**src/rtl/cache_line_ctrl.sv**
```systemverilog
// Write-back, direct-mapped cache line controller: sequences line fills and victim
// write-backs through the LB/LW buffers, with critical-word restart, hit-under-fill and flush walk.
module cache_line_ctrl #(
    parameter int WORDS_PER_LINE = 8,
    parameter int LINES          = 128,
    parameter int ADDR_W         = 32,
    localparam int OFF_W         = $clog2(WORDS_PER_LINE),
    localparam int IDX_W         = $clog2(LINES)
) (
    input  logic              Clk,
    input  logic              Rst,
    input  logic              En,
    input  logic              RW,
    input  logic [ADDR_W-1:0] WordAddress,
    output logic              Stall,
    input  logic              C_Miss,
    input  logic              C_Dirty,
    output logic              R_Enable,
    output logic              W_Enable,
    output logic              WriteType,
    output logic              Merge,
    output logic              LB_Enable,
    input  logic              LB_FirstWord,
    input  logic              LB_Completed,
    output logic              LW_Enable,
    input  logic              LW_Completed,
    output logic              CrtWord,
    output logic [IDX_W-1:0]  MissIndex,
    input  logic              FlushReq,
    output logic [IDX_W-1:0]  FlushIndex,
    output logic              CleanLine,
    output logic              FlushDone
);

    typedef enum logic [2:0] {
        S_IDLE,
        S_MISS_DIRTY,
        S_MISS_CLEAN,
        S_WAIT_FILL,
        S_WRITE_LINE,
        S_FLUSH_SCAN,
        S_FLUSH_WB
    } state_t;

    state_t            state_reg, state_next;
    logic [IDX_W-1:0]  miss_idx_reg;
    logic              miss_rw_reg;
    logic              miss_dirty_reg;
    logic              lb_en_reg, lw_en_reg;
    logic              lb_done_reg, lw_done_reg;
    logic              flush_pend_reg;
    logic [IDX_W-1:0]  flush_idx_reg;
    logic              flush_done_reg;

    logic [IDX_W-1:0]  acc_idx;
    logic              lb_cmp, lw_cmp, fill_ok, flush_last, flush_active;
    logic              access_ok, miss_start, flush_start, flush_adv, flush_end, wb_start;
    logic              unused_addr_bits;

    assign acc_idx          = WordAddress[IDX_W+OFF_W+1 : OFF_W+2];
    assign unused_addr_bits = ^WordAddress;
    // Completions only count while the matching buffer is actually enabled.
    assign lb_cmp       = LB_Completed & lb_en_reg;
    assign lw_cmp       = LW_Completed & lw_en_reg;
    assign fill_ok      = (lb_done_reg | lb_cmp) & (~miss_dirty_reg | lw_done_reg | lw_cmp);
    assign flush_last   = (flush_idx_reg == IDX_W'(LINES - 1));
    assign flush_active = (state_reg == S_FLUSH_SCAN) || (state_reg == S_FLUSH_WB);

    always_comb begin
        state_next  = state_reg;
        Stall       = 1'b0;
        R_Enable    = 1'b0;
        W_Enable    = 1'b0;
        CrtWord     = 1'b0;
        WriteType   = 1'b0;
        Merge       = 1'b0;
        CleanLine   = 1'b0;
        access_ok   = 1'b0;
        miss_start  = 1'b0;
        flush_start = 1'b0;
        flush_adv   = 1'b0;
        flush_end   = 1'b0;
        wb_start    = 1'b0;
        case (state_reg)
            S_IDLE: begin
                if (flush_pend_reg) begin
                    Stall       = En;
                    flush_start = 1'b1;
                    state_next  = S_FLUSH_SCAN;
                end else if (En) begin
                    if (C_Miss) begin
                        Stall      = 1'b1;
                        miss_start = 1'b1;
                        state_next = C_Dirty ? S_MISS_DIRTY : S_MISS_CLEAN;
                    end else begin
                        access_ok = 1'b1;
                    end
                end
            end
            S_MISS_DIRTY, S_MISS_CLEAN: begin
                Stall = 1'b1;
                if (LB_FirstWord) begin
                    state_next = S_WAIT_FILL;
                    if (!miss_rw_reg) begin
                        CrtWord = 1'b1;
                        Stall   = 1'b0;
                    end
                end
            end
            S_WAIT_FILL, S_WRITE_LINE: begin
                if (state_reg == S_WRITE_LINE) begin
                    WriteType  = 1'b1;
                    Merge      = miss_rw_reg;
                    state_next = S_IDLE;
                end else if (fill_ok) begin
                    state_next = S_WRITE_LINE;
                end
                // A pending store miss keeps the processor parked until the line is written.
                if (En) begin
                    if (miss_rw_reg || (acc_idx == miss_idx_reg) || C_Miss)
                        Stall = 1'b1;
                    else
                        access_ok = 1'b1;
                end
            end
            S_FLUSH_SCAN: begin
                Stall = En;
                if (C_Dirty) begin
                    wb_start   = 1'b1;
                    state_next = S_FLUSH_WB;
                end else begin
                    flush_adv = 1'b1;
                    if (flush_last) begin
                        flush_end  = 1'b1;
                        state_next = S_IDLE;
                    end
                end
            end
            S_FLUSH_WB: begin
                Stall = En;
                if (lw_cmp) begin
                    CleanLine  = 1'b1;
                    flush_adv  = 1'b1;
                    flush_end  = flush_last;
                    state_next = flush_last ? S_IDLE : S_FLUSH_SCAN;
                end
            end
            default: state_next = S_IDLE;
        endcase
        if (access_ok) begin
            R_Enable = ~RW;
            W_Enable = RW;
        end
        if (Rst) begin
            Stall     = 1'b1;
            R_Enable  = 1'b0;
            W_Enable  = 1'b0;
            CrtWord   = 1'b0;
            WriteType = 1'b0;
            Merge     = 1'b0;
            CleanLine = 1'b0;
        end
    end

    always_ff @(posedge Clk) begin
        if (Rst) begin
            state_reg      <= S_IDLE;
            miss_idx_reg   <= '0;
            miss_rw_reg    <= 1'b0;
            miss_dirty_reg <= 1'b0;
            lb_en_reg      <= 1'b0;
            lw_en_reg      <= 1'b0;
            lb_done_reg    <= 1'b0;
            lw_done_reg    <= 1'b0;
            flush_pend_reg <= 1'b0;
            flush_idx_reg  <= '0;
            flush_done_reg <= 1'b0;
        end else begin
            state_reg      <= state_next;
            flush_done_reg <= flush_end;
            if (miss_start) begin
                miss_idx_reg   <= acc_idx;
                miss_rw_reg    <= RW;
                miss_dirty_reg <= C_Dirty;
                lb_en_reg      <= 1'b1;
                lw_en_reg      <= C_Dirty;
                lb_done_reg    <= 1'b0;
                lw_done_reg    <= 1'b0;
            end else begin
                if (lb_cmp) begin
                    lb_en_reg   <= 1'b0;
                    lb_done_reg <= 1'b1;
                end
                if (lw_cmp) begin
                    lw_en_reg   <= 1'b0;
                    lw_done_reg <= 1'b1;
                end
                if (wb_start)
                    lw_en_reg <= 1'b1;
            end
            if (flush_start)
                flush_pend_reg <= 1'b0;
            else if (FlushReq && !flush_active)
                flush_pend_reg <= 1'b1;
            if (flush_start)
                flush_idx_reg <= '0;
            else if (flush_adv)
                flush_idx_reg <= flush_idx_reg + 1'b1;
        end
    end

    assign LB_Enable  = lb_en_reg;
    assign LW_Enable  = lw_en_reg;
    assign MissIndex  = miss_idx_reg;
    assign FlushIndex = flush_idx_reg;
    assign FlushDone  = flush_done_reg;

endmodule

```
**config.mk**
```make
export PLATFORM = sky130hd
export DESIGN_NAME = cache_line_ctrl
export DESIGN_NICKNAME = d
export VERILOG_FILES = /design/src/rtl/cache_line_ctrl.sv
export SDC_FILE = /design/constraint.sdc
export NUM_CORES = 1
export LEC_CHECK = 0
export ABC_AREA = 0
export BUFFER_PORTS_ARGS = -buffer_cell sky130_fd_sc_hd__buf_2
export CORE_ASPECT_RATIO = 0.75
export CORE_MARGIN = 2
export CORE_UTILIZATION = 40
export DETAILED_ROUTE_END_ITERATION = 8
export HOLD_SLACK_MARGIN = 0.02
export PLACE_DENSITY = 0.79
export SYNTH_ARGS = -nofsm -noshare
export SYNTH_HDL_FRONTEND = slang
export SYNTH_SLANG_ARGS = --single-unit
```
**constraint.sdc**
```tcl
create_clock -name Clk -period 3.9 [get_ports Clk]
set_clock_uncertainty 0.2 [all_clocks]
set_input_delay 0.39 -clock Clk [delete_from_list [all_inputs] [get_ports Clk]]
set_output_delay 0.39 -clock Clk [all_outputs]
set_load 0.05 [all_outputs]
```
==> metrics, run 1 <==
pwr dens=550 nW/um^2; crit end category=primary output; overall via count from detail_route=approximately 1300; Comb power frac=0.436; fin. max-slew vios=0; Final min period=about 2.8 ns; Slew HR=0.490; initial drt markers=35; Sum Neg Setup Slack=0 ns; GRT overflow=0; dpl ws=~1.4 ns; Mapped Area=1390 sq um; vias per inst=about 5.4; syn_area_per_cell=just over 8 sq um; Hold Violations, Final=0; Die Height=55.0 microns; Sw Pwr=392 uW; synth warn=0; H-tree depth=1; Pre-antenna DRT Iters=4; initial antenna violation count=0; Hold Startpoint=WordAddress[5]; Ant. Diodes=0; Crit Path Max Fanout=16; Flop pwr share=0.394; CTS clk-pin slew, worst paths=0.09 ns; die width=slightly above 70 microns; Synth Instances=167; WHS Endpoint=MissIndex[0]$_SDFFE_PP0P_; vias in the first global route=1157; final hold slack=between 0.15 and 0.2 ns; peak supply drop=251 uV; wire per inst=12.6 microns; unrepaired setup endpoints after global routing=no; # DRC=0; port bufs=40; Resized Gates After CTS=0; CTS tree=done; f_max=approximately 0.36 GHz; largest area contributor in the netlist=dfxtp_1; Tightest Hold Check Type=in2reg; die area=3960 sq um; Setup crit start=state_reg[0]$_SDFFE_PP0P_; count leader, synth=nor2_1; RD Place Congestion=between 0.8 and 0.9; first-pass GRT wire length=5100 microns; Final WS setup=1.11 ns; Area contributors post-synth=dfxtp_1 (36%), mux2i_1 (7.9%), nor2_1 (7.6%), xor2_1 (5.1%), a21oi_1 (4.0%); CORE AREA=3310 sq um; CTS Root Cell=clkbuf_8; Longest Clk Path Bufs=2; hold depth=3; Skew-Pair Late Insertion Delay=around 0.27 ns; Post-Route WL=around 3000 microns; # IOs=66; hpwl dp=2230 microns; GR Util All Layers=0.167; internal power=514 uW; Top FF cell, synth=dfxtp_1; Synth top area share=0.361; layout cells sized above 1=0.241; starting density of the core=0.419; syn_nets=210; reg2reg setup slack=about 1.5 ns; worst r2r path cells=4; setup repair bufs after CTS=0; Post-synth ARST share=0; unique cell type count in the Yosys netlist=45; hold_buf cts=0; net count reported at finish=247; Tcrit/Tclk final=0.715; Critical Path Source Type=flop; Seq/Total Area, Yosys=0.361; leak pwr=0.000702 uW; part of the power in the clock network=0.169; reg-to-reg startpoint=state_reg[1]$_SDFFE_PP0P_; maxcap violations=0; status=completed; area grow syn2layout=18.9%; Sink Count=25; EDFF count, synth=0; switch share=0.433; Slew @ Worst Pin=approximately 0.76 ns; largest net degree at the start of global routing=27; top cells by count, synth=nor2_1 (28), dfxtp_1 (25), nand2_1 (12); RR Endpoint=miss_dirty_reg$_SDFFE_PP0P_; Worst EP required=approximately 3.3 ns; Critical Path AT=2.20 ns; final setup vio count=0; row count=18; #FFs+latches synth=25; DRT antenna net count=0; TritonCTS Buffers=3; CP Class=reg2out
==> power groups by stage <==
stage / Combinational, uW / Clock [uW] / Sequential [uW]
after detailed placement: 394 / 0 / 361
after global routing: 433 / 166 / 369
after global placement: 387 / 0 / 362
final: 395 / 154 / 358
after CTS: 394 / 158 / 357
after floorplan: 320 / 0 / 354
==> critical path, stage by stage (launching register included) <==
cell and delay, ns:
dfxtp_1 0.65, nor2b_1 0.29, nand2_1 0.13, o21ai_0 0.12, a31oi_1 0.14, nor4b_1 0.28
buf_2 0.32
==> cells in the final DEF, fill, tap and decap left out, types with 4 or more instances in the layout <==
cell type   n
xor2_1      8
o21ai_0     4
buf_2      40
mux2i_1    11
o21ai_1     4
nor3_1      6
xnor2_1     5
nand2_1    12
a21oi_1    11
nor2_1     28
nand2b_1    4
dfxtp_1    25
==> cells by family after synthesis <==
family                     after synthesis  synth area share
xor gates and xnor gates                13            0.0821
AOI/OAI and AO/OA                       32             0.155
muxes                                   12            0.0875
buffers and inverters                   10            0.0298
adders and majority gates                1           0.00902
and+or+nand+nor                         74             0.275
DFF                                     25             0.361
==> stage by stage <==
step / total power (uW) / cells / area [sq um] / util
2_1_floorplan: 674 / 167 / 1390 / -
3_3_place_gp: 749 / 239 / 1600 / 0.484
3_5_place_dp: 755 / 239 / 1600 / 0.484
4_1_cts: 909 / 243 / 1650 / 0.498
5_1_grt: 968 / 243 / 1650 / 0.498
6_report: 906 / 243 / 1650 / 0.498
==> how the worst max path moves through the flow <==
stage,slack (ns),endpoint
6_report,1.11,R_Enable
5_1_grt,0.92,R_Enable
4_1_cts,1.10,R_Enable
3_5_place_dp,1.43,R_Enable
3_3_place_gp,1.51,W_Enable
2_1_floorplan,0.55,R_Enable
==> routing by layer <==
metal	wire, microns	part of all wire	vias to the layer above	track usage
met3	214	0.070	4	0.0417
met1	1530	0.50	592	0.226
met5	0	0	-	0
li1	-	-	667	-
met4	41	0.013	0	0.0660
met2	1280	0.42	42	0.261
==> area by class of cell <==
| type | count | area [sq um] |
|---|---|---|
| clock buffers | 4 | 45.0 |
| fillers | 331 | 1660 |
| inverters | 2 | 7.51 |
| multi-input cells | 132 | 845 |
| flip-flops and latches | 25 | 500 |
| well taps | 40 | 50.0 |
| repair buffers | 40 | 200 |
Note: power is estimated with default switching activity, not from simulation.
==> run 2: changes to the inputs <==
--- a/config.mk
+++ b/config.mk
@@ -12,7 +12,7 @@
 export CORE_UTILIZATION = 40
 export DETAILED_ROUTE_END_ITERATION = 8
 export HOLD_SLACK_MARGIN = 0.02
-export PLACE_DENSITY = 0.79
+export PLACE_DENSITY = 0.81
 export SYNTH_ARGS = -nofsm -noshare
 export SYNTH_HDL_FRONTEND = slang
 export SYNTH_SLANG_ARGS = --single-unit
==> constraint.sdc (replaced) <==
create_clock -name Clk -period 2.35 [get_ports Clk]
set_clock_uncertainty 0.2 [all_clocks]
set_input_delay 0.235 -clock Clk [delete_from_list [all_inputs] [get_ports Clk]]
set_output_delay 0.235 -clock Clk [all_outputs]
set_load 0.05 [all_outputs]
==> metrics, run 2 (synthesis results as in run 1) <==
CTS clk-pin slew, worst paths=0.10 ns (about the same); crit end category=primary output; switch share=0.430 (-0.00357); CORE AREA=3310 sq um (unchanged); initial antenna violation count=0 (unchanged); Slew HR=0.647 (+0.157); initial drt markers=104 (+200%); commonest non-fill, non-tap cells in the layout=buf_2 (37), nor2_1 (26), dfxtp_1 (18); Tcrit/Tclk final=0.976; Sw Pwr=728 uW (+86%); Worst path slowest cell=dfxtp_2; fin util=0.554 (+0.0559); Final min period=2.29 ns; GR Util All Layers=0.171 (+0.00327); net count reported at finish=257 (+4.0%); pwr dens=925 nW/um^2 (+68%); Tightest Hold Check Type=in2reg; area grow syn2layout=32.2%; Skew-Pair Late Insertion Delay=0.27 ns (about the same); hpwl dp=2330 microns (+4.1%); final hold slack=0.0238 ns (-0.158 ns); RD Place Congestion=0.894 (+1.0%); status=completed; # DRC=0 (unchanged); internal power=968 uW (+88%); vias in the first global route=1146 (-0.95%); Flop pwr share=0.332 (-0.062); CP Cell Sequence=xor2_1, nor4_2, nand4_1, a31oi_4, nor4b_2, buf_4; port bufs=40 (unchanged); largest net degree at the start of global routing=27 (unchanged); vias per inst=5.32 (-0.86%); Longest Clk Path Bufs=2 (unchanged); Comb power frac=0.511 (+0.075); f_max=0.436 GHz; commonest non-fill, non-tap cell in the layout=buf_2; final setup vio count=0 (unchanged); CTS tree=done; overall via count from detail_route=1347 (+3.2%); part of the power in the clock network=0.156 (-0.013); row count=18 (unchanged); Final WS setup=0.0566 ns (-1.05 ns); GRT overflow=0 (unchanged); Sink Count=25 (unchanged); starting density of the core=0.419 (unchanged); die width=72.0 microns (unchanged); Pre-antenna DRT Iters=4 (unchanged); Slew @ Worst Pin=0.529 ns (-0.235 ns); first-pass GRT wire length=5240 microns (+2.7%); dpl ws=0.147 ns (-1.28 ns); # IOs=66 (unchanged); TritonCTS Buffers=3 (unchanged); CP Class=reg2out; Crit Path Max Fanout=3 (-13); Worst EP required=1.91 ns (-1.40 ns); max incr delay on CP=0.34 ns (-0.31 ns); peak supply drop=449 uV (+79%); layout cells sized above 1=0.362 (+0.120); Hold Violations, Final=0 (unchanged); H-tree depth=1 (unchanged); Critical Path AT=1.86 ns (-0.34 ns); Die Height=55.0 microns (unchanged); maxcap violations=0 (unchanged); Post-Route WL=3320 microns (+8.2%); leak pwr=0.000776 uW (+11%); wire per inst=13.1 microns (+4.0%); fin. max-slew vios=0 (unchanged); DRT antenna net count=0 (unchanged); Ant. Diodes=0 (unchanged); die area=3960 sq um (unchanged); reg2reg setup slack=0.13 ns (-1.37 ns); Sum Neg Setup Slack=0 ns (unchanged); post-layout power=1700 uW (+87%); Critical Path Source Type=flop; Layout fillers=288 (-13%); CTS Root Cell=clkbuf_8
-- run 2: changes by cell type in the layout (fill, tap and decap cells not counted), moves of 2 or more --
cell,delta
buf_2,-3
buf_4,+9
buf_6,+3
clkinvlp_4,+2
dfxtp_1,-7
dfxtp_2,+6
nor2_1,-2
nor4_1,-2
nor4_2,+2
-- run 2: power by group through the flow --
| stage | sequential, uW | clock (uW) | combinational (uW) |
|---|---|---|---|
| 2_1_floorplan | 588 | 0 | 550 |
| 3_3_place_gp | 557 | 0 | 756 |
| 3_5_place_dp | 558 | 0 | 760 |
| 4_1_cts | 551 | 274 | 792 |
| 5_1_grt | 576 | 294 | 947 |
| 6_report | 564 | 265 | 868 |
-- run 2: critical path: cells and delay by family, from the launching register on --
family,cells,cell delay [ns]
and+or+nand+nor,3,0.58
buffers and inverters,1,0.21
AOI/OAI and AO/OA,1,0.30
xor gates and xnor gates,1,0.15
DFF,1,0.34
-- run 2: what timing repair did --
item                                   4_1_cts  5_1_grt
hold buffers                                 1        0
endpoints found under the hold margin        1        0
setup endpoints to repair                    3        3
setup buffers                                0        2
resized for setup                            7       14
pin swaps                                    0        3
-- run 2: worst paths after layout --
check | end | cells after the start | from
worst max-delay path | R_Enable | 6 | MissIndex[3]$_SDFFE_PP0P_
worst max register to register | state_reg[2]$_SDFFE_PP0P_ | 6 | FlushIndex[0]$_SDFFE_PP0P_
worst min register to register | miss_dirty_reg$_SDFFE_PP0P_ | 2 | miss_dirty_reg$_SDFFE_PP0P_
worst min-delay path | MissIndex[5]$_SDFFE_PP0P_ | 3 | WordAddress[10]
-- run 2: layout make-up --
| type | count | area [sq um] | area share |
|---|---|---|---|
| multi-input cells | 132 | 915 | 0.499 |
| flip-flops and latches | 25 | 512 | 0.279 |
| repair buffers | 50 | 297 | 0.162 |
| well taps | 40 | 50.0 | 0.0273 |
| clock buffers | 3 | 41.3 | 0.0225 |
| inverters | 2 | 11.3 | 0.00614 |
| clock inverters | 1 | 7.51 | 0.00410 |
-- run 2: per-stage QoR --
stage | instances | area, sq um
2_1_floorplan | 167 | 1420
3_3_place_gp | 246 | 1690
3_5_place_dp | 246 | 1690
4_1_cts | 251 | 1770
5_1_grt | 253 | 1830
6_report | 253 | 1830
-- run 2: layer usage --
metal  vias to the layer above  global-route usage  wire length, microns
met3                         4              0.0471                   209
met1                       625               0.224                  1550
li1                        684                   -                     -
met2                        34               0.290                  1530
met4                         0              0.0283                    23
met5                         -                   0                     0
==> run 3: changes to the inputs <==
--- a/config.mk
+++ b/config.mk
@@ -9,10 +9,10 @@
 export BUFFER_PORTS_ARGS = -buffer_cell sky130_fd_sc_hd__buf_2
 export CORE_ASPECT_RATIO = 0.75
 export CORE_MARGIN = 2
-export CORE_UTILIZATION = 40
+export CORE_UTILIZATION = 33
 export DETAILED_ROUTE_END_ITERATION = 8
 export HOLD_SLACK_MARGIN = 0.02
-export PLACE_DENSITY = 0.81
+export PLACE_DENSITY = 0.71
 export SYNTH_ARGS = -nofsm -noshare
 export SYNTH_HDL_FRONTEND = slang
 export SYNTH_SLANG_ARGS = --single-unit
==> metrics, run 3 (synthesis results as in run 1) <==
GRT overflow=0 (unchanged); # DRC=0 (unchanged); reg-to-reg startpoint=FlushIndex[0]$_SDFFE_PP0P_; final setup vio count=0 (unchanged); Sink Count=25 (unchanged); non-filler cells, final=275 (+8.7%); Critical Path AT=1.90 ns (+0.04 ns); # IOs=66 (unchanged); wire per inst=12.7 microns (-3.2%); Layout fillers=420 (+46%); Critical Path Source Type=flop; Pre-antenna DRT Iters=4 (unchanged); initial drt markers=124 (+19%); peak supply drop=407 uV (-9.4%); first-pass GRT wire length=5490 microns (+4.7%); CTS clk-pin slew, worst paths=0.09 ns (about the same); initial antenna violation count=0 (unchanged); die area=4740 sq um (+20%); area grow syn2layout=37.3%; H-tree depth=1 (unchanged); fin. max-slew vios=0 (unchanged); Crit Path Max Fanout=8 (+5); Setup crit start=state_reg[0]$_SDFFE_PP0P_; pwr dens=926 nW/um^2 (about the same); Slew HR=0.630 (-0.0177); Tightest Hold Check Type=in2reg; die width=78.8 microns (+9.5%); hpwl dp=2480 microns (+6.5%); crit end category=primary output; leak pwr=0.000823 uW (+6.1%); unrepaired setup endpoints after global routing=yes; CTS Root Cell=clkbuf_8; multi-input logic area=907 sq um (-0.82%); CORE AREA=4050 sq um (+22%); Tcrit/Tclk final=0.995 (+0.0191); Die Height=60.1 microns (+9.4%); CP Class=reg2out; GR Util All Layers=0.147 (-0.0236); Worst EP required=1.91 ns (about the same); port bufs=40 (unchanged); DP Cell Count=263 (+6.9%); Hold Violations, Final=0 (unchanged); Slew @ Worst Pin=0.556 ns (+0.0265 ns); Post-Route WL=3500 microns (+5.2%); net count reported at finish=264 (+2.7%); CTS tree=done; Skew-Pair Late Insertion Delay=0.27 ns (about the same); f_max=0.428 GHz (-1.9%); largest net degree at the start of global routing=27 (unchanged); starting density of the core=0.342 (-0.0768); commonest non-fill, non-tap cell in the layout=buf_2; final hold slack=0.0360 ns (+0.0122 ns); maxcap violations=0 (unchanged); Sum Neg Setup Slack=0 ns (unchanged); commonest non-fill, non-tap cells in the layout=buf_2 (35), nor2_1 (27), dfxtp_1 (18); vias per inst=5.05 (-5.2%); Hold Startpoint=WordAddress[11]; fin util=0.469 (-0.0842); Longest Clk Path Bufs=2 (unchanged); layout cells sized above 1=0.373 (+0.0112); overall via count from detail_route=1388 (+3.0%); TritonCTS Buffers=3 (unchanged); register area=512 sq um (unchanged); Ant. Diodes=0 (unchanged); Final min period=2.34 ns (+0.0450 ns); DRT antenna net count=0 (unchanged); vias in the first global route=1194 (+4.2%); row count=20 (+2); status=completed; post-layout power=1760 uW (+3.9%); RD Place Congestion=0.902 (+0.86%)
## run 3: worst paths after layout
kind                                      end  slack, ns  cells after the start
setup / recovery                     W_Enable       0.01                      6
hold / removal      MissIndex[6]$_SDFFE_PP0P_       0.04                      3
setup reg to reg    state_reg[2]$_SDFFE_PP0P_       0.14                      6
hold reg to reg   miss_dirty_reg$_SDFFE_PP0P_       0.30                      2
## run 3: layout make-up
class | count | area share
Timing Repair Buffer | 57 | 0.188
Inverter | 2 | 0.00592
Sequential cell | 25 | 0.269
Clock inverter | 1 | 0.00263
Tap cell | 55 | 0.0362
Clock buffer | 3 | 0.0217
Multi-Input combinational cell | 132 | 0.477
## run 3: power breakdown
| part | switching (uW) | leakage [uW] | internal, uW |
|---|---|---|---|
| clock | 142 | 0.0000255 | 119 |
| sequential | 54.9 | 0.000206 | 483 |
| combinational | 540 | 0.000592 | 423 |
## run 3: what timing repair did
action,in CTS,in global routing
setup buffers,0,8
endpoints found under the setup margin,3,4
pin swaps,2,5
endpoints found under the hold margin,2,0
resized for setup,6,14
hold buffers,2,0
## run 3: layer usage
| metal | GRT usage | part of all wire |
|---|---|---|
| met3 | 0.0483 | 0.090 |
| met2 | 0.220 | 0.44 |
| met4 | 0.0246 | 0.0040 |
| met1 | 0.210 | 0.46 |
| met5 | 0 | 0 |
## run 3: metrics by stage
stage | worst slack (ns) | cell area, sq um
6_report | 0.0117 | 1900
5_1_grt | -0.0709 | 1900
4_1_cts | 0.00701 | 1810
3_5_place_dp | 0.103 | 1730
3_3_place_gp | 0.164 | 1730
2_1_floorplan | -0.256 | 1420
## run 3: critical path, cell delays in order, from the launching register on
cell and delay (ns):
dfxtp_4 0.38, or4_4 0.49, nor2_2 0.09, a31oi_1 0.04
buf_4 0.16, nor4bb_4 0.27, buf_6 0.19
